`config.mk`:
```
export PLATFORM = sky130hd
export DESIGN_NAME = jtag_dmi_tap_flat
export DESIGN_NICKNAME = d
export VERILOG_FILES = /design/src/rtl/jtag_dmi_tap_if.sv /design/src/rtl/jtag_dmi_tap.sv /design/src/flat_wrapper.sv
export SDC_FILE = /design/constraint.sdc
export NUM_CORES = 1
export LEC_CHECK = 0
export ABC_AREA = 1
export CORE_UTILIZATION = 35
export CTS_BUF_LIST = sky130_fd_sc_hd__clkbuf_8
export CTS_CLUSTER_SIZE = 16
export DETAILED_ROUTE_END_ITERATION = 6
export PLACE_DENSITY = 0.62
export SKIP_LAST_GASP = 1
export SLEW_MARGIN = 25
export SYNTH_ARGS = -nofsm -noshare
export SYNTH_HDL_FRONTEND = slang
export SYNTH_SLANG_ARGS = --single-unit
```
`constraint.sdc`:
```
create_clock -name clk_i -period 1.6 [get_ports clk_i]
set_input_delay 0.32 -clock clk_i [delete_from_list [all_inputs] [get_ports clk_i]]
set_output_delay 0.32 -clock clk_i [all_outputs]
set_load 0.01 [all_outputs]
```
`src/rtl/jtag_dmi_tap_if.sv`:
```
// DMI request/response channel between the JTAG debug transport and the debug module.
// Signal suffixes follow the TAP's point of view.
interface jtag_dmi_tap_if #(
    parameter int unsigned DmiAbits = 7
);
    logic                dmi_req_valid_o;
    logic                dmi_req_ready_i;
    logic [DmiAbits-1:0] dmi_req_addr_o;
    logic [1:0]          dmi_req_op_o;
    logic [31:0]         dmi_req_data_o;
    logic                dmi_resp_valid_i;
    logic                dmi_resp_ready_o;
    logic [31:0]         dmi_resp_data_i;
    logic [1:0]          dmi_resp_resp_i;

    modport master (
        output dmi_req_valid_o, dmi_req_addr_o, dmi_req_op_o, dmi_req_data_o, dmi_resp_ready_o,
        input  dmi_req_ready_i, dmi_resp_valid_i, dmi_resp_data_i, dmi_resp_resp_i
    );

    modport slave (
        input  dmi_req_valid_o, dmi_req_addr_o, dmi_req_op_o, dmi_req_data_o, dmi_resp_ready_o,
        output dmi_req_ready_i, dmi_resp_valid_i, dmi_resp_data_i, dmi_resp_resp_i
    );
endinterface

```
`src/rtl/jtag_dmi_tap.sv`:
```
// IEEE 1149.1 TAP with a RISC-V debug transport front-end (IDCODE, DTMCS, DMIACCESS, BYPASS).
// DMIACCESS scans become DMI requests; responses are latched for the next capture.
module jtag_dmi_tap #(
    parameter int unsigned IrLength = 5,
    parameter logic [31:0] IdCode   = 32'h0000_0001,
    parameter int unsigned DmiAbits = 7
) (
    input  logic           clk_i,
    input  logic           rst_ni,
    input  logic           tms_i,
    input  logic           tdi_i,
    output logic           tdo_o,
    output logic           tdo_oe_o,
    jtag_dmi_tap_if.master dmi
);
    localparam int unsigned DrW = DmiAbits + 34;
    localparam logic [IrLength-1:0] IrIdcode = IrLength'(5'h01);
    localparam logic [IrLength-1:0] IrDtmcs  = IrLength'(5'h10);
    localparam logic [IrLength-1:0] IrDmi    = IrLength'(5'h11);

    typedef enum logic [3:0] {
        TLR, RTI,
        SEL_DR, CAP_DR, SH_DR, EX1_DR, PAUSE_DR, EX2_DR, UPD_DR,
        SEL_IR, CAP_IR, SH_IR, EX1_IR, PAUSE_IR, EX2_IR, UPD_IR
    } tap_state_e;

    typedef enum logic [1:0] {DR_BYPASS, DR_IDCODE, DR_DTMCS, DR_DMI} dr_sel_e;

    tap_state_e          r_state, w_state_nxt;
    dr_sel_e             w_sel;
    logic [IrLength-1:0] r_ir, r_ir_sr;
    logic [DrW-1:0]      r_dr, w_dr_cap, w_dr_sh;
    logic                r_tdo;

    logic                r_req_valid;
    logic [DmiAbits-1:0] r_req_addr;
    logic [1:0]          r_req_op;
    logic [31:0]         r_req_data;
    logic                r_pending;
    logic [1:0]          r_err;
    logic [DmiAbits-1:0] r_last_addr;
    logic [31:0]         r_resp_data;
    logic                r_last_rd;

    logic [1:0]          w_status;
    logic [31:0]         w_dtmcs;
    logic [1:0]          w_up_op;
    logic [31:0]         w_up_data;
    logic [DmiAbits-1:0] w_up_addr;
    logic                w_upd_dr, w_dmi_req, w_dtm_upd;

    always_ff @(posedge clk_i) begin
        if (!rst_ni) r_state <= TLR;
        else         r_state <= w_state_nxt;
    end

    always_comb begin
        w_state_nxt = r_state;
        case (r_state)
            TLR:      w_state_nxt = tms_i ? TLR    : RTI;
            RTI:      w_state_nxt = tms_i ? SEL_DR : RTI;
            SEL_DR:   w_state_nxt = tms_i ? SEL_IR : CAP_DR;
            CAP_DR:   w_state_nxt = tms_i ? EX1_DR : SH_DR;
            SH_DR:    w_state_nxt = tms_i ? EX1_DR : SH_DR;
            EX1_DR:   w_state_nxt = tms_i ? UPD_DR : PAUSE_DR;
            PAUSE_DR: w_state_nxt = tms_i ? EX2_DR : PAUSE_DR;
            EX2_DR:   w_state_nxt = tms_i ? UPD_DR : SH_DR;
            UPD_DR:   w_state_nxt = tms_i ? SEL_DR : RTI;
            SEL_IR:   w_state_nxt = tms_i ? TLR    : CAP_IR;
            CAP_IR:   w_state_nxt = tms_i ? EX1_IR : SH_IR;
            SH_IR:    w_state_nxt = tms_i ? EX1_IR : SH_IR;
            EX1_IR:   w_state_nxt = tms_i ? UPD_IR : PAUSE_IR;
            PAUSE_IR: w_state_nxt = tms_i ? EX2_IR : PAUSE_IR;
            EX2_IR:   w_state_nxt = tms_i ? UPD_IR : SH_IR;
            UPD_IR:   w_state_nxt = tms_i ? SEL_DR : RTI;
            default:  w_state_nxt = TLR;
        endcase
    end

    always_comb begin
        w_sel = DR_BYPASS;
        if (r_ir == IrIdcode)     w_sel = DR_IDCODE;
        else if (r_ir == IrDtmcs) w_sel = DR_DTMCS;
        else if (r_ir == IrDmi)   w_sel = DR_DMI;
    end

    // A pending request reports busy regardless of the sticky error.
    assign w_status = r_pending ? 2'd3 : r_err;
    assign w_dtmcs  = {14'b0, 1'b0, 1'b0, 1'b0, 3'd1, r_err, 6'(DmiAbits), 4'd1};

    // One shared shift register; tdi enters at the top of the selected register's length.
    always_comb begin
        w_dr_cap = '0;
        w_dr_sh  = DrW'(tdi_i);
        case (w_sel)
            DR_IDCODE: begin
                w_dr_cap = DrW'(IdCode);
                w_dr_sh  = DrW'({tdi_i, r_dr[31:1]});
            end
            DR_DTMCS: begin
                w_dr_cap = DrW'(w_dtmcs);
                w_dr_sh  = DrW'({tdi_i, r_dr[31:1]});
            end
            DR_DMI: begin
                w_dr_cap = {r_last_addr, r_resp_data, w_status};
                w_dr_sh  = {tdi_i, r_dr[DrW-1:1]};
            end
            default: ;
        endcase
    end

    assign w_up_op   = r_dr[1:0];
    assign w_up_data = r_dr[33:2];
    assign w_up_addr = r_dr[DrW-1:34];
    assign w_upd_dr  = (r_state == UPD_DR);
    assign w_dmi_req = w_upd_dr && (w_sel == DR_DMI) && (w_up_op == 2'd1 || w_up_op == 2'd2);
    assign w_dtm_upd = w_upd_dr && (w_sel == DR_DTMCS);

    always_ff @(posedge clk_i) begin
        if (!rst_ni) begin
            r_ir    <= IrIdcode;
            r_ir_sr <= '0;
            r_dr    <= '0;
            r_tdo   <= 1'b0;
        end else begin
            case (r_state)
                TLR:    r_ir <= IrIdcode;
                CAP_IR: r_ir_sr <= IrLength'(1);
                SH_IR: begin
                    r_ir_sr <= {tdi_i, r_ir_sr[IrLength-1:1]};
                    r_tdo   <= r_ir_sr[0];
                end
                UPD_IR: r_ir <= r_ir_sr;
                CAP_DR: r_dr <= w_dr_cap;
                SH_DR: begin
                    r_dr  <= w_dr_sh;
                    r_tdo <= r_dr[0];
                end
                default: ;
            endcase
        end
    end

    // Later assignments win: a scan update overrides a response landing on the same edge.
    always_ff @(posedge clk_i) begin
        if (!rst_ni) begin
            r_req_valid <= 1'b0;
            r_req_addr  <= '0;
            r_req_op    <= 2'd0;
            r_req_data  <= '0;
            r_pending   <= 1'b0;
            r_err       <= 2'd0;
            r_last_addr <= '0;
            r_resp_data <= '0;
            r_last_rd   <= 1'b0;
        end else begin
            if (r_req_valid && dmi.dmi_req_ready_i) r_req_valid <= 1'b0;
            if (dmi.dmi_resp_valid_i) begin
                r_pending <= 1'b0;
                if (r_last_rd) r_resp_data <= dmi.dmi_resp_data_i;
                if (dmi.dmi_resp_resp_i != 2'd0) r_err <= 2'd2;
            end
            if (w_dtm_upd) begin
                if (r_dr[16] || r_dr[17]) r_err <= 2'd0;
                if (r_dr[17]) begin
                    r_pending   <= 1'b0;
                    r_req_valid <= 1'b0;
                end
            end
            if (w_dmi_req) begin
                if (r_pending) begin
                    r_err <= 2'd3;
                end else if (r_err == 2'd0) begin
                    r_req_valid <= 1'b1;
                    r_req_addr  <= w_up_addr;
                    r_req_op    <= w_up_op;
                    r_req_data  <= w_up_data;
                    r_pending   <= 1'b1;
                    r_last_addr <= w_up_addr;
                    r_last_rd   <= (w_up_op == 2'd1);
                end
            end
        end
    end

    assign tdo_o                = r_tdo;
    assign tdo_oe_o             = (r_state == SH_DR) || (r_state == SH_IR);
    assign dmi.dmi_req_valid_o  = r_req_valid;
    assign dmi.dmi_req_addr_o   = r_req_addr;
    assign dmi.dmi_req_op_o     = r_req_op;
    assign dmi.dmi_req_data_o   = r_req_data;
    assign dmi.dmi_resp_ready_o = 1'b1;
endmodule

```
`src/flat_wrapper.sv`:
```
// flat-port wrapper written by rule: the top's interface ports become plain ports
module jtag_dmi_tap_flat 
#(
    parameter int unsigned IrLength = 5,
    parameter logic [31:0] IdCode   = 32'h0000_0001,
    parameter int unsigned DmiAbits = 7
)
  (clk_i, rst_ni, tms_i, tdi_i, tdo_o, tdo_oe_o, dmi_dmi_req_valid_o, dmi_dmi_req_addr_o, dmi_dmi_req_op_o, dmi_dmi_req_data_o, dmi_dmi_resp_ready_o, dmi_dmi_req_ready_i, dmi_dmi_resp_valid_i, dmi_dmi_resp_data_i, dmi_dmi_resp_resp_i);
  jtag_dmi_tap_if #(.DmiAbits(DmiAbits)) dmi_i ();
  input  logic clk_i;
  input  logic rst_ni;
  input  logic tms_i;
  input  logic tdi_i;
  output logic tdo_o;
  output logic tdo_oe_o;
  output wire logic [$bits(dmi_i.dmi_req_valid_o)-1:0] dmi_dmi_req_valid_o;
  output wire logic [$bits(dmi_i.dmi_req_addr_o)-1:0] dmi_dmi_req_addr_o;
  output wire logic [$bits(dmi_i.dmi_req_op_o)-1:0] dmi_dmi_req_op_o;
  output wire logic [$bits(dmi_i.dmi_req_data_o)-1:0] dmi_dmi_req_data_o;
  output wire logic [$bits(dmi_i.dmi_resp_ready_o)-1:0] dmi_dmi_resp_ready_o;
  input wire logic [$bits(dmi_i.dmi_req_ready_i)-1:0] dmi_dmi_req_ready_i;
  input wire logic [$bits(dmi_i.dmi_resp_valid_i)-1:0] dmi_dmi_resp_valid_i;
  input wire logic [$bits(dmi_i.dmi_resp_data_i)-1:0] dmi_dmi_resp_data_i;
  input wire logic [$bits(dmi_i.dmi_resp_resp_i)-1:0] dmi_dmi_resp_resp_i;
  assign dmi_dmi_req_valid_o = dmi_i.dmi_req_valid_o;
  assign dmi_dmi_req_addr_o = dmi_i.dmi_req_addr_o;
  assign dmi_dmi_req_op_o = dmi_i.dmi_req_op_o;
  assign dmi_dmi_req_data_o = dmi_i.dmi_req_data_o;
  assign dmi_dmi_resp_ready_o = dmi_i.dmi_resp_ready_o;
  assign dmi_i.dmi_req_ready_i = dmi_dmi_req_ready_i;
  assign dmi_i.dmi_resp_valid_i = dmi_dmi_resp_valid_i;
  assign dmi_i.dmi_resp_data_i = dmi_dmi_resp_data_i;
  assign dmi_i.dmi_resp_resp_i = dmi_dmi_resp_resp_i;
  jtag_dmi_tap #(.IrLength(IrLength), .IdCode(IdCode), .DmiAbits(DmiAbits)) u_core (.clk_i(clk_i), .rst_ni(rst_ni), .tms_i(tms_i), .tdi_i(tdi_i), .tdo_o(tdo_o), .tdo_oe_o(tdo_oe_o), .dmi(dmi_i));
endmodule
```
==> flow_summary_export.csv, run 1 <==
group,metric,value,unit
synthesis,synthTopCellsByCount,"nand2_1 (157), dfxtp_1 (134), nand3_1 (117)",
drt,finalWirelength,16300,um
synthesis,netlist_area,6000,um2
placed_design,place_congestion,0.867,
cells_and_area,final_cells,1166,
synthesis,ys_seq_area_share,44.7,%
global_routing,antenna_found_initial,0,
critical_path,slowest_stage,"dfxtp_4",
floorplanning,die-area,17700,um2
synthesis,synth.most_common_cell,"nand2_1",
synthesis,yosys_warnings,0,
drt,drc,0,
synthesis,yosysUniqueCellTypes,31,
timing,setup_viol,0,
drt,viasPerCell,4.96,
clock_tree,root_buffer,"clkbuf_8",
timing,period_minus_slack,1.59,ns
clock_tree,cts-hold-fix-buffers,0,
critical_path,worstPathArrival,1.27,ns
critical_path,path_class,"flop to output pin",
min_path,holdPathStages,3,
critical_path,crit_fanout,4,
synthesis,synth_seq_cells,134,
min_path,min_to,"u_core.dmi.dmi_req_data_o[27]",
global_routing,grt_first_pass_wirelength,26600,um
timing,rsz0062_at_grt,"yes",
floorplanning,core_area,16600,um2
timing,period_share,99.1,%
critical_path,crit_path_end_kind,"output pin",
global_routing,grt_max_degree,40,
global_routing,grt_overflow,0,
critical_path,worst_ep_required_time,1.28,ns
placed_design,dpl.cell_count,1119,
critical_path,cp-start-kind,"flop",
critical_path,reg2reg_to,"u_core.r_last_addr[6]",
critical_path,ff2ff_path_depth,11,
synthesis,synthCells,826,
synthesis,async_flop_share,0,%
critical_path,r2r-start,"u_core.r_state[3]",
clock_tree,clkTransAtPathRegs,0.08,ns
cells_and_area,drive_above_1_share,16.5,%
cells_and_area,layout.nets,974,
synthesis,ys.flop_type,"dfxtp_1",
timing,worst_slack,0.0139,ns
clock_tree,clk_path_buf_depth,2,
drt,drtIter0Drc,416,
flow_run,cap_viol_max_count,0,
timing,worst_pin_slew,0.529,ns
critical_path,slowest_delay,0.36,ns
synthesis,yosys.area.top_type,"dfxtp_1",
pwr,p_total,7.53,mW
timing,hold_ws,0.384,ns
global_routing,grtUsageTotal,19.1,%
placed_design,placement.io_buffers,83,
timing,finalHoldViolations,0,
cells_and_area,diodes,0,
critical_path,cp-startpoint,"u_core.r_state[3]",
status,status,"finished, final reports clean",
floorplanning,rows,47,
synthesis,synth_nets,867,
min_path,hold_path.class,"input pin to flop",
timing,setup_tns,0,ns
cells_and_area,syn2layout_area_growth,33.8,%
clock_tree,cts_buffers,17,
clock_tree,clock-sinks,134,
pwr,power.density,938,nW/um2
floorplanning,die_w,133,um
min_path,min_from,"rst_ni",
critical_path,cp_num_buf_inv,3,
timing,final_max_slew_viol_count,0,
pwr,p_leak,3.42,nW
timing,skew,0.0116,ns
timing,max_freq,630,MHz
synthesis,synth_top_area_share,44.7,%
drt,postRouteAntennaNets,0,
critical_path,path_cells,"inv_4 > nand2_4 > inv_2 > nand2_2 > nand2_1 > buf_2",
pwr,ir_drop,0.534,mV
timing,timing.slew.headroom,64.6,%
synthesis,syn_area_per_cell,7.26,um2
critical_path,path_delay_family,"flip-flops",
synthesis,synth_area_leaders,"dfxtp_1 (45%), nand2_1 (9.8%), nand3_1 (9.8%)",
clock_tree,cts_tree,"done",
drt,vias,5780,
critical_path,reg2reg_slack,0.07,ns
drt,firstDrtPassIters,5,
placed_design,dp_hpwl,10700,um
floorplanning,ios,85,
floorplanning,initial_utilization,36.1,%
floorplanning,die_y,133,um
drt,wl_per_cell,14.0,um
global_routing,grt_pass1_vias,5206,
placed_design,dp_slack,-0.0162,ns
clock_tree,htree_levels,4,
clock_tree,clkLatencyLatePin,0.46,ns
synthesis,synth-edff-count,0,
## worst reg2reg max path, stage by stage, from the launching register on
cell and delay [ns]:
dfxtp_4 0.37, inv_4 0.05, nor2_4 0.10, buf_4 0.12
nand2_2 0.08, nor2_4 0.14, buf_12 0.14, nand3_4 0.10
buf_12 0.19, nand2_1 0.06, nand2_1 0.05, nor2_1 0.08
## through the flow
step	util [%]	area, um2
2_1_floorplan	-	6000
3_3_place_gp	44.4	7390
3_5_place_dp	44.4	7390
4_1_cts	46.9	7800
5_1_grt	48.2	8030
6_report	48.2	8030
## power breakdown
part / leakage [nW] / internal (mW) / total (mW) / switching (mW)
logic: 2.13 / 0.438 / 0.875 / 0.437
clock network: 0.212 / 1.75 / 3.14 / 1.39
registers: 1.08 / 3.43 / 3.51 / 0.0812
total: 3.42 / 5.61 / 7.53 / 1.91
## flip-flops by register name, summed over array words and instances, names as in the netlist, 2 cells and up
register                   flops
u_core.r_err                   2
u_core.r_last_addr             7
u_core.r_ir_sr                 5
u_core.r_state                 4
u_core.r_resp_data            32
u_core.dmi.dmi_req_op_o        2
u_core.r_dr                   41
u_core.r_ir                    5
u_core.dmi.dmi_req_data_o     32
## per-layer routing
layer	GRT usage, %	up-vias	wire length (um)
li1	-	2958	-
met1	26.0	2642	7800
met2	29.7	158	7510
met3	3.95	22	736
met4	6.58	0	231
met5	0	-	0
## placed cells by master (no fill, tap or decap), types with 22 or more instances in the layout
cell type,instances
nand2_1,155
clkdlybuf4s50_1,38
o21ai_0,41
dfxtp_1,130
inv_1,49
nand4_1,47
nor2_1,85
a21oi_1,68
dlygate4sd2_1,43
buf_4,37
nand3_1,117
or2_2,26
buf_12,22
## how the worst max path moves through the flow
| stage | to | slack, ns | cells after the start |
|---|---|---|---|
| after CTS | tdo_oe_o | -0.13 | 6 |
| final | tdo_oe_o | 0.01 | 6 |
| after global routing | tdo_oe_o | -0.08 | 6 |
| after floorplan | u_core.r_last_addr[6] | 0.20 | 7 |
| after detailed placement | tdo_oe_o | -0.02 | 5 |
| after global placement | tdo_oe_o | -0.002 | 5 |
## cell families (layout without fill, tap and decap cells)
family                   Yosys count  after routing  synth area share [%]
other                              1              1                0.0625
AND/OR/NAND/NOR                  453            453                  35.6
buffers and inverters            116            236                  9.07
flip-flops                       134            134                  44.7
AO/OA/AOI/OAI                    121            121                  10.3
adder cells (fa/ha/maj)            1              1                 0.208
## cell type report
type | count | area, um2
repair buffers | 149 | 1600
well taps | 220 | 275
clock inverters | 14 | 199
flip-flops and latches | 134 | 2700
multi-input cells | 576 | 2800
inverters | 55 | 211
fillers | 1682 | 8610
clock buffers | 18 | 248
## what timing repair did
action | 4_1_cts | 5_1_grt
resized for setup | 50 | 20
gates cloned | 0 | 2
pin swaps | 0 | 5
endpoints found under the setup margin | 44 | 49
buffers inserted | 1 | 12
(Power assumes the default switching activity.)
==> run 2: changes to the inputs <==
Settings changed: GPL_TIMING_DRIVEN from default to 0.
==> run 2 against run 1 <==
  * The run now ends with setup timing left
  * Setup slack got worse by 0.15 ns
  * Highest routed layer unchanged
  * Count of clock-buffer cells in the layout rose by 3
  * Fmax down 8.5%
  * Clock skew shrank 0.0025 ns
  * Hold slack better by 0.073 ns
  * Cell area increased by 1.5%
  * Non-clock buffer count is 23 higher
  * First-iteration DRC count increased by 9.4%
  * Final cell count rose by 2.1%
  * Sequential power about the same
==> flow_summary_export.csv, run 2 (synthesis gave the netlist of run 1 again) <==
group,metric,value,unit
status,status,"complete, but fails checks",
cells_and_area,final_cells,1190,
timing,finalHoldViolations,0,
floorplanning,die_y,133,um
critical_path,r2r-start,"u_core.r_state[0]",
timing,worst_pin_slew,0.690,ns
min_path,min_to,"u_core.dmi.dmi_req_data_o[11]",
critical_path,crit_fanout,4,
floorplanning,ios,85,
critical_path,crit_path_end_kind,"output pin",
global_routing,grtUsageTotal,20.5,%
cells_and_area,design_area,8150,um2
timing,max_freq,577,MHz
status,violations,"setup timing",
clock_tree,clock-sinks,134,
timing,setup_tns,-2.47,ns
global_routing,antenna_found_initial,0,
floorplanning,rows,47,
critical_path,path_class,"flop to output pin",
clock_tree,clkLatencyLatePin,0.46,ns
floorplanning,die-area,17700,um2
clock_tree,clkTransAtPathRegs,0.08,ns
timing,period_share,108,%
global_routing,grt_max_degree,17,
clock_tree,cts_tree,"done",
timing,worst_slack,-0.133,ns
cells_and_area,final_common_cell,"nand2_1",
global_routing,grt_pass1_vias,5586,
placed_design,dpl.cell_count,1129,
critical_path,cp-start-kind,"flop",
clock_tree,htree_levels,4,
cells_and_area,drive_above_1_share,19.6,%
clock_tree,clk_path_buf_depth,2,
critical_path,reg2reg_to,"u_core.dmi.dmi_req_op_o[1]",
placed_design,place_congestion,0.872,
timing,skew,0.00911,ns
placed_design,placed_cell_area,7110,um2
timing,hold_ws,0.457,ns
drt,drc,0,
flow_run,cap_viol_max_count,0,
clock_tree,cts_buffers,17,
cells_and_area,syn2layout_area_growth,35.8,%
min_path,min_from,"u_core.dmi.dmi_req_data_o[11]",
timing,period_minus_slack,1.73,ns
min_path,hold_path.class,"flop to flop",
pwr,p_total,7.79,mW
critical_path,reg2reg_slack,-0.09,ns
clock_tree,root_buffer,"clkbuf_8",
global_routing,grt_overflow,0,
floorplanning,core_area,16600,um2
critical_path,ff2ff_path_depth,9,
timing,setup_viol,45,
drt,vias,5971,
timing,final_max_slew_viol_count,0,
critical_path,worstPathArrival,1.41,ns
drt,viasPerCell,5.02,
pwr,ir_drop,0.532,mV
drt,wl_per_cell,15.0,um
drt,postRouteAntennaNets,0,
pwr,p_leak,3.50,nW
drt,finalWirelength,17800,um
floorplanning,die_w,133,um
placed_design,dp_hpwl,11900,um
pwr,power.density,956,nW/um2
placed_design,placement.io_buffers,83,
clock_tree,cts-hold-fix-buffers,0,
critical_path,worst_ep_required_time,1.28,ns
cells_and_area,top_register,"u_core.r_dr",
cells_and_area,largest_reg_flops,41,
cells_and_area,diodes,0,
floorplanning,initial_utilization,36.1,%
cells_and_area,mostFrequentLayoutCells,"nand2_1 (143), dfxtp_1 (127), nand3_1 (117)",
drt,drtIter0Drc,455,
global_routing,grt_first_pass_wirelength,28200,um
timing,rsz0062_at_grt,"yes",
min_path,holdPathStages,2,
cells_and_area,layout.nets,998,
timing,timing.slew.headroom,54.0,%
drt,firstDrtPassIters,5,
## run 2: power by group
group	switching, mW	internal [mW]	leakage, nW	total (mW)
clock network	1.38	2.02	0.231	3.41
registers	0.0897	3.43	1.08	3.52
logic	0.462	0.408	2.19	0.870
## run 2: critical path: stages (launching register included)
cell and delay, ns:
dfxtp_4 0.37, nor2_4 0.22, nand2_8 0.07, clkbuf_16 0.15, nand2_4 0.05, buf_6 0.10
## run 2: layout make-up
class	instances	area [um2]
multi-input cells	576	2900
flip-flops and latches	134	2700
clock buffers	21	289
plain buffers	58	447
repair inverters	1	7.51
fillers	1690	8490
repair buffers	114	1120
well taps	220	275
clock inverters	11	194
inverters	55	214
## run 2: layer usage
layer,wire length (um),GRT usage [%]
met5,0,0
met4,409,7.92
met3,1180,4.52
met2,7920,31.7
met1,8300,27.5
## run 2: metrics by stage
| step | worst slack, ns | util (%) |
|---|---|---|
| after floorplan | 0.199 | - |
| after global placement | -0.611 | 42.7 |
| after detailed placement | -0.635 | 42.7 |
| after CTS | -0.128 | 47.2 |
| after global routing | -0.175 | 49.0 |
| final | -0.133 | 49.0 |
## run 2: worst max-delay path by stage
stage	startpoint	to	slack, ns	cells after the start
2_1_floorplan	u_core.r_dr[1]	u_core.r_last_addr[6]	0.20	7
3_3_place_gp	rst_ni	u_core.r_last_addr[1]	-0.61	5
6_report	u_core.r_state[0]	tdo_oe_o	-0.13	5
4_1_cts	u_core.r_state[1]	tdo_oe_o	-0.13	5
3_5_place_dp	rst_ni	u_core.r_last_addr[5]	-0.64	5
5_1_grt	u_core.r_state[0]	tdo_oe_o	-0.17	5
## run 2: timing repair
item | 4_1_cts | 5_1_grt
resized for setup | 93 | 75
cloned | 3 | 4
setup endpoints to repair | 135 | 88
buffers inserted | 15 | 11
pin swaps | 6 | 17
==> run 3: changes to the inputs <==
Settings changed: CORE_UTILIZATION 35 to 57, PLACE_DENSITY 0.62 to 0.9.
==> run 3 against run 2 <==
  * Critical path depth up 2
  * The flow still finishes with violations (setup timing)
  * Combinational power fell by 6.2%
  * Die area shrank 38%
  * Largest power group unchanged
  * Flip-flop and latch count is the same
  * Non-clock buffer count decreased by 14
  * Clock skew barely moved
  * Largest cell class unchanged
  * Via count increased by 3.9%
  * Setup slack gained 0.045 ns
  * Critical path type unchanged
==> flow_summary_export.csv, run 3 (synthesis gave the netlist of run 1 again) <==
group,metric,value,unit
floorplanning,die_y,105,um
cells_and_area,design_area,7630,um2
timing,setup_viol,1,
drt,postRouteAntennaNets,0,
cells_and_area,diodes,0,
global_routing,grt_first_pass_wirelength,26500,um
drt,viasPerCell,5.69,
clock_tree,cts_buffers,17,
clock_tree,clkLatencyLatePin,0.45,ns
pwr,combinationalPowerShare,11.1,%
clock_tree,clock-sinks,134,
floorplanning,die_w,105,um
drt,wl_per_cell,15.0,um
timing,final_max_slew_viol_count,0,
pwr,seqPwrFrac,47.8,%
pwr,p_leak,3.34,nW
placed_design,dp_hpwl,10900,um
pwr,power.internal,5.48,mW
clock_tree,htree_levels,4,
clock_tree,clkTransAtPathRegs,0.08,ns
floorplanning,core_area,10300,um2
timing,skew,0.00958,ns
floorplanning,initial_utilization,58.4,%
pwr,power.density,965,nW/um2
cells_and_area,drive_above_1_share,16.1,%
min_path,hold_path.class,"flop to flop",
floorplanning,die-area,10900,um2
status,status,"complete, but fails checks",
placed_design,dp_slack,-0.541,ns
timing,period_minus_slack,1.69,ns
drt,drtIter0Drc,596,
clock_tree,cts_tree,"done",
critical_path,cp-start-kind,"flop",
timing,worst_pin_slew,0.617,ns
cells_and_area,top_register,"u_core.r_dr",
global_routing,grt_max_degree,17,
critical_path,path_class,"flop to output pin",
cells_and_area,fin_util,74.3,%
timing,timing.slew.headroom,58.9,%
clock_tree,clk_path_buf_depth,2,
cells_and_area,final_common_cell,"nand2_1",
pwr,swShare,25.6,%
cells_and_area,mostFrequentLayoutCells,"nand2_1 (154), dfxtp_1 (128), nand3_1 (117)",
placed_design,placed_cell_area,7000,um2
drt,firstDrtPassIters,6,
drt,vias,6205,
timing,period_share,105,%
drt,drc,0,
cells_and_area,syn2layout_area_growth,27.2,%
global_routing,antenna_found_initial,0,
critical_path,worstPathArrival,1.37,ns
placed_design,placement.io_buffers,83,
pwr,p_switching,1.89,mW
global_routing,grt_overflow,0,
clock_tree,root_buffer,"clkbuf_8",
flow_run,cap_viol_max_count,0,
pwr,p_total,7.37,mW
timing,max_freq,592,MHz
timing,worst_slack,-0.0879,ns
critical_path,worst_ep_required_time,1.28,ns
floorplanning,ios,85,
pwr,ir_drop,0.610,mV
cells_and_area,layout.nets,983,
pwr,p_clk_share,41.1,%
critical_path,crit_path_end_kind,"output pin",
cells_and_area,largest_reg_flops,41,
status,violations,"setup timing",
floorplanning,rows,37,
critical_path,crit_fanout,3,
drt,finalWirelength,16400,um
global_routing,grt_pass1_vias,5619,
timing,rsz0062_at_grt,"yes",
timing,finalHoldViolations,0,
placed_design,place_congestion,0.883,
global_routing,grtUsageTotal,30.3,%
-- run 3: cell type report --
cell class | count | area (um2)
Clock buffer | 17 | 234
Multi-Input combinational cell | 576 | 2810
Buffer | 57 | 402
Fill cell | 763 | 2640
Clock inverter | 14 | 185
Sequential cell | 134 | 2700
Timing Repair Buffer | 101 | 921
Inverter | 55 | 214
Tap cell | 136 | 170
-- run 3: power groups by stage --
stage                     clock network [mW]  registers, mW  logic [mW]
after floorplan                            0           3.56       0.498
after global placement                     0           3.59       0.716
after detailed placement                   0           3.59       0.726
after CTS                               3.02           3.52       0.780
after global routing                    3.17           3.53       0.890
final                                   3.03           3.52       0.816
-- run 3: metrics by stage --
step	TNS (ns)	hold WS [ns]	cells
6_report	-0.0879	0.459	1090
5_1_grt	-1.24	0.478	1090
4_1_cts	-0.0812	0.462	1086
3_5_place_dp	-35.93	0.453	1045
3_3_place_gp	-35.07	0.449	1045
2_1_floorplan	0	0.441	826
-- run 3: metal layers --
metal | wire length, um | part of all wire, % | track usage [%] | vias to the layer above
met2 | 7670 | 47 | 48.6 | 351
met1 | 6750 | 41 | 39.4 | 2825
met5 | 0 | 0 | 0 | -
met3 | 1460 | 8.9 | 5.61 | 55
li1 | - | - | - | 2974
met4 | 506 | 3.1 | 14.1 | 0
-- run 3: timing repair --
item,4_1_cts,5_1_grt
cloned,0,1
buffers inserted,12,5
gates resized for setup,67,60
hold buffers,0,0
pin swaps,4,11
endpoints found under the setup margin,101,119
-- run 3: critical path: stages, from the launching register on --
cell and delay (ns):
dfxtp_4 0.36, inv_4 0.08, nand2_4 0.06, inv_4 0.06
nand2_4 0.05, clkbuf_8 0.13, nand2_1 0.06, buf_2 0.13
-- run 3: final timing paths --
kind	from	end	slack (ns)	cells after the start
worst min-delay path	u_core.dmi.dmi_req_data_o[11]	u_core.dmi.dmi_req_data_o[11]	0.46	2
worst max-delay path	u_core.r_state[3]	tdo_oe_o	-0.09	7
worst max register to register	u_core.r_dr[1]	u_core.dmi.dmi_req_data_o[0]	0.01	7
worst min register to register	u_core.dmi.dmi_req_data_o[11]	u_core.dmi.dmi_req_data_o[11]	0.46	2
==> RTL edit: new RTL, config.mk and constraints of run 1 <==
`IrLength` is set to 5 in 2 places; all go to 6.
--- a/src/rtl/jtag_dmi_tap.sv
+++ b/src/rtl/jtag_dmi_tap.sv
@@ -1,7 +1,7 @@
 // IEEE 1149.1 TAP with a RISC-V debug transport front-end (IDCODE, DTMCS, DMIACCESS, BYPASS).
 // DMIACCESS scans become DMI requests; responses are latched for the next capture.
 module jtag_dmi_tap #(
-    parameter int unsigned IrLength = 5,
+    parameter int unsigned IrLength = 6,
     parameter logic [31:0] IdCode   = 32'h0000_0001,
     parameter int unsigned DmiAbits = 7
 ) (
--- a/src/flat_wrapper.sv
+++ b/src/flat_wrapper.sv
@@ -1,7 +1,7 @@
 // flat-port wrapper written by rule: the top's interface ports become plain ports
 module jtag_dmi_tap_flat 
 #(
-    parameter int unsigned IrLength = 5,
+    parameter int unsigned IrLength = 6,
     parameter logic [31:0] IdCode   = 32'h0000_0001,
     parameter int unsigned DmiAbits = 7
 )
Check against the original RTL: same outputs for any inputs over 10 cycles, from zero or initial values and one cycle with rst_ni low; that may be too few to reach the edited logic, so the function may still have changed.
==> RTL edit against run 1 <==
Critical path depth increased by 6. Core utilization increased by 1.9 points. Die area increased by 6.4%. Synthesized area increased by 6.5%. Combinational power decreased by 29%. Cell area increased by 12%. Register-to-register slack got worse by 280 ps. Clock power decreased by 8.3%. Total power decreased by 8.1%. Worst setup slack got worse by 220 ps. First-iteration DRC count increased by 24%. Routed wire length increased by 22%. Largest cell class unchanged. The run now ends with setup timing left. Sequential cell count increased by 2.
==> RTL edit: results <==
{
  "outcome": "complete, but fails checks",
  "violations": "setup timing",
  "grt_usage_pct": 21.0,
  "drt_iter0_drc": 514,
  "synthDistinctLibCells": 26,
  "worst_slack_ps": -207,
  "route.final.wire_length_um": 19900,
  "hold_slack_ps": 318,
  "synth_area_leaders": "dfxtp_1 (43%), nand2_1 (19%), nor2_1 (12%), o21ai_0 (7.9%), a21oi_1 (4.5%)",
  "grt_first_pass_wirelength_um": 30400,
  "signal_buffers": 183,
  "n_all_inverters": 51,
  "end_kind": "flop",
  "worstPathMaxFanout": 11,
  "synthAdderAreaFrac_pct": 0.783,
  "irDropWorstVdd_v": 0.000527,
  "rr_endpoint": "u_core.dmi.dmi_req_data_o[10]",
  "nFillCells": 1798,
  "hold_end": "u_core.r_ir[0]",
  "routed-wl-met2_um": 8580,
  "dpl.hpwl_um": 12300,
  "p_leak_nw": 4.03,
  "grt_max_degree": 50,
  "clkCellAreaFrac_pct": 4.32,
  "finalSetupViolations": 85,
  "finish.net_count": 1183,
  "seqCellArea_um2": 2740,
  "p_int_mw": 5.21,
  "comb.multi_input.count": 750,
  "r2r-start": "u_core.r_ir[2]",
  "seq_power_mw": 3.41,
  "yosysSeqAreaShare_pct": 42.6,
  "grt_pass1_vias": 6020,
  "r2r.worst_path.cells": 12,
  "drive_gt1_share_pct": 17.8,
  "wl_met3_um": 1200,
  "crit_family": "simple AND/OR/NAND/NOR gates",
  "use_met2_pct": 31.6,
  "finalWeightedCongestion": 0.882,
  "met1_usage_pct": 29.5,
  "synthTopCellsByCount": "nand2_1 (325), nor2_1 (210), dfxtp_1 (136), o21ai_0 (101), a21oi_1 (58)",
  "ys_ff_latch": 136,
  "syn_nets": 1041,
  "cts_resized": 97,
  "use_met3_pct": 4.07,
  "power_density_nw_per_um2": 770,
  "multi_input_area_share_pct": 37.6,
  "final-nonclk-buf-share_pct": 22.2
}
## RTL edit: changes by cell type after synthesis, sizes merged, moves of 2 or more
| cell | run 1 | this run |
|---|---|---|
| a21oi | 69 | 59 |
| a31oi | 2 | 0 |
| and2 | 2 | 0 |
| buf | 35 | 28 |
| clkbuf | 26 | 33 |
| dfxtp | 134 | 136 |
| ha | 1 | 4 |
| inv | 55 | 50 |
| nand2 | 162 | 328 |
| nand3 | 118 | 10 |
| nand4 | 47 | 13 |
| nor2 | 95 | 215 |
| o21ai | 44 | 112 |
| or2 | 26 | 0 |
## RTL edit: metrics by stage
| stage | cells | setup TNS [ps] | instance area (µm²) | setup slack (ps) |
|---|---|---|---|---|
| after floorplan | 997 | -5510 | 6540 | -121 |
| after global placement | 1314 | -10430 | 7890 | -184 |
| after detailed placement | 1314 | -13860 | 7890 | -194 |
| after CTS | 1365 | -8330 | 8630 | -172 |
| after global routing | 1380 | -19500 | 8980 | -302 |
| final | 1380 | -11280 | 8980 | -207 |
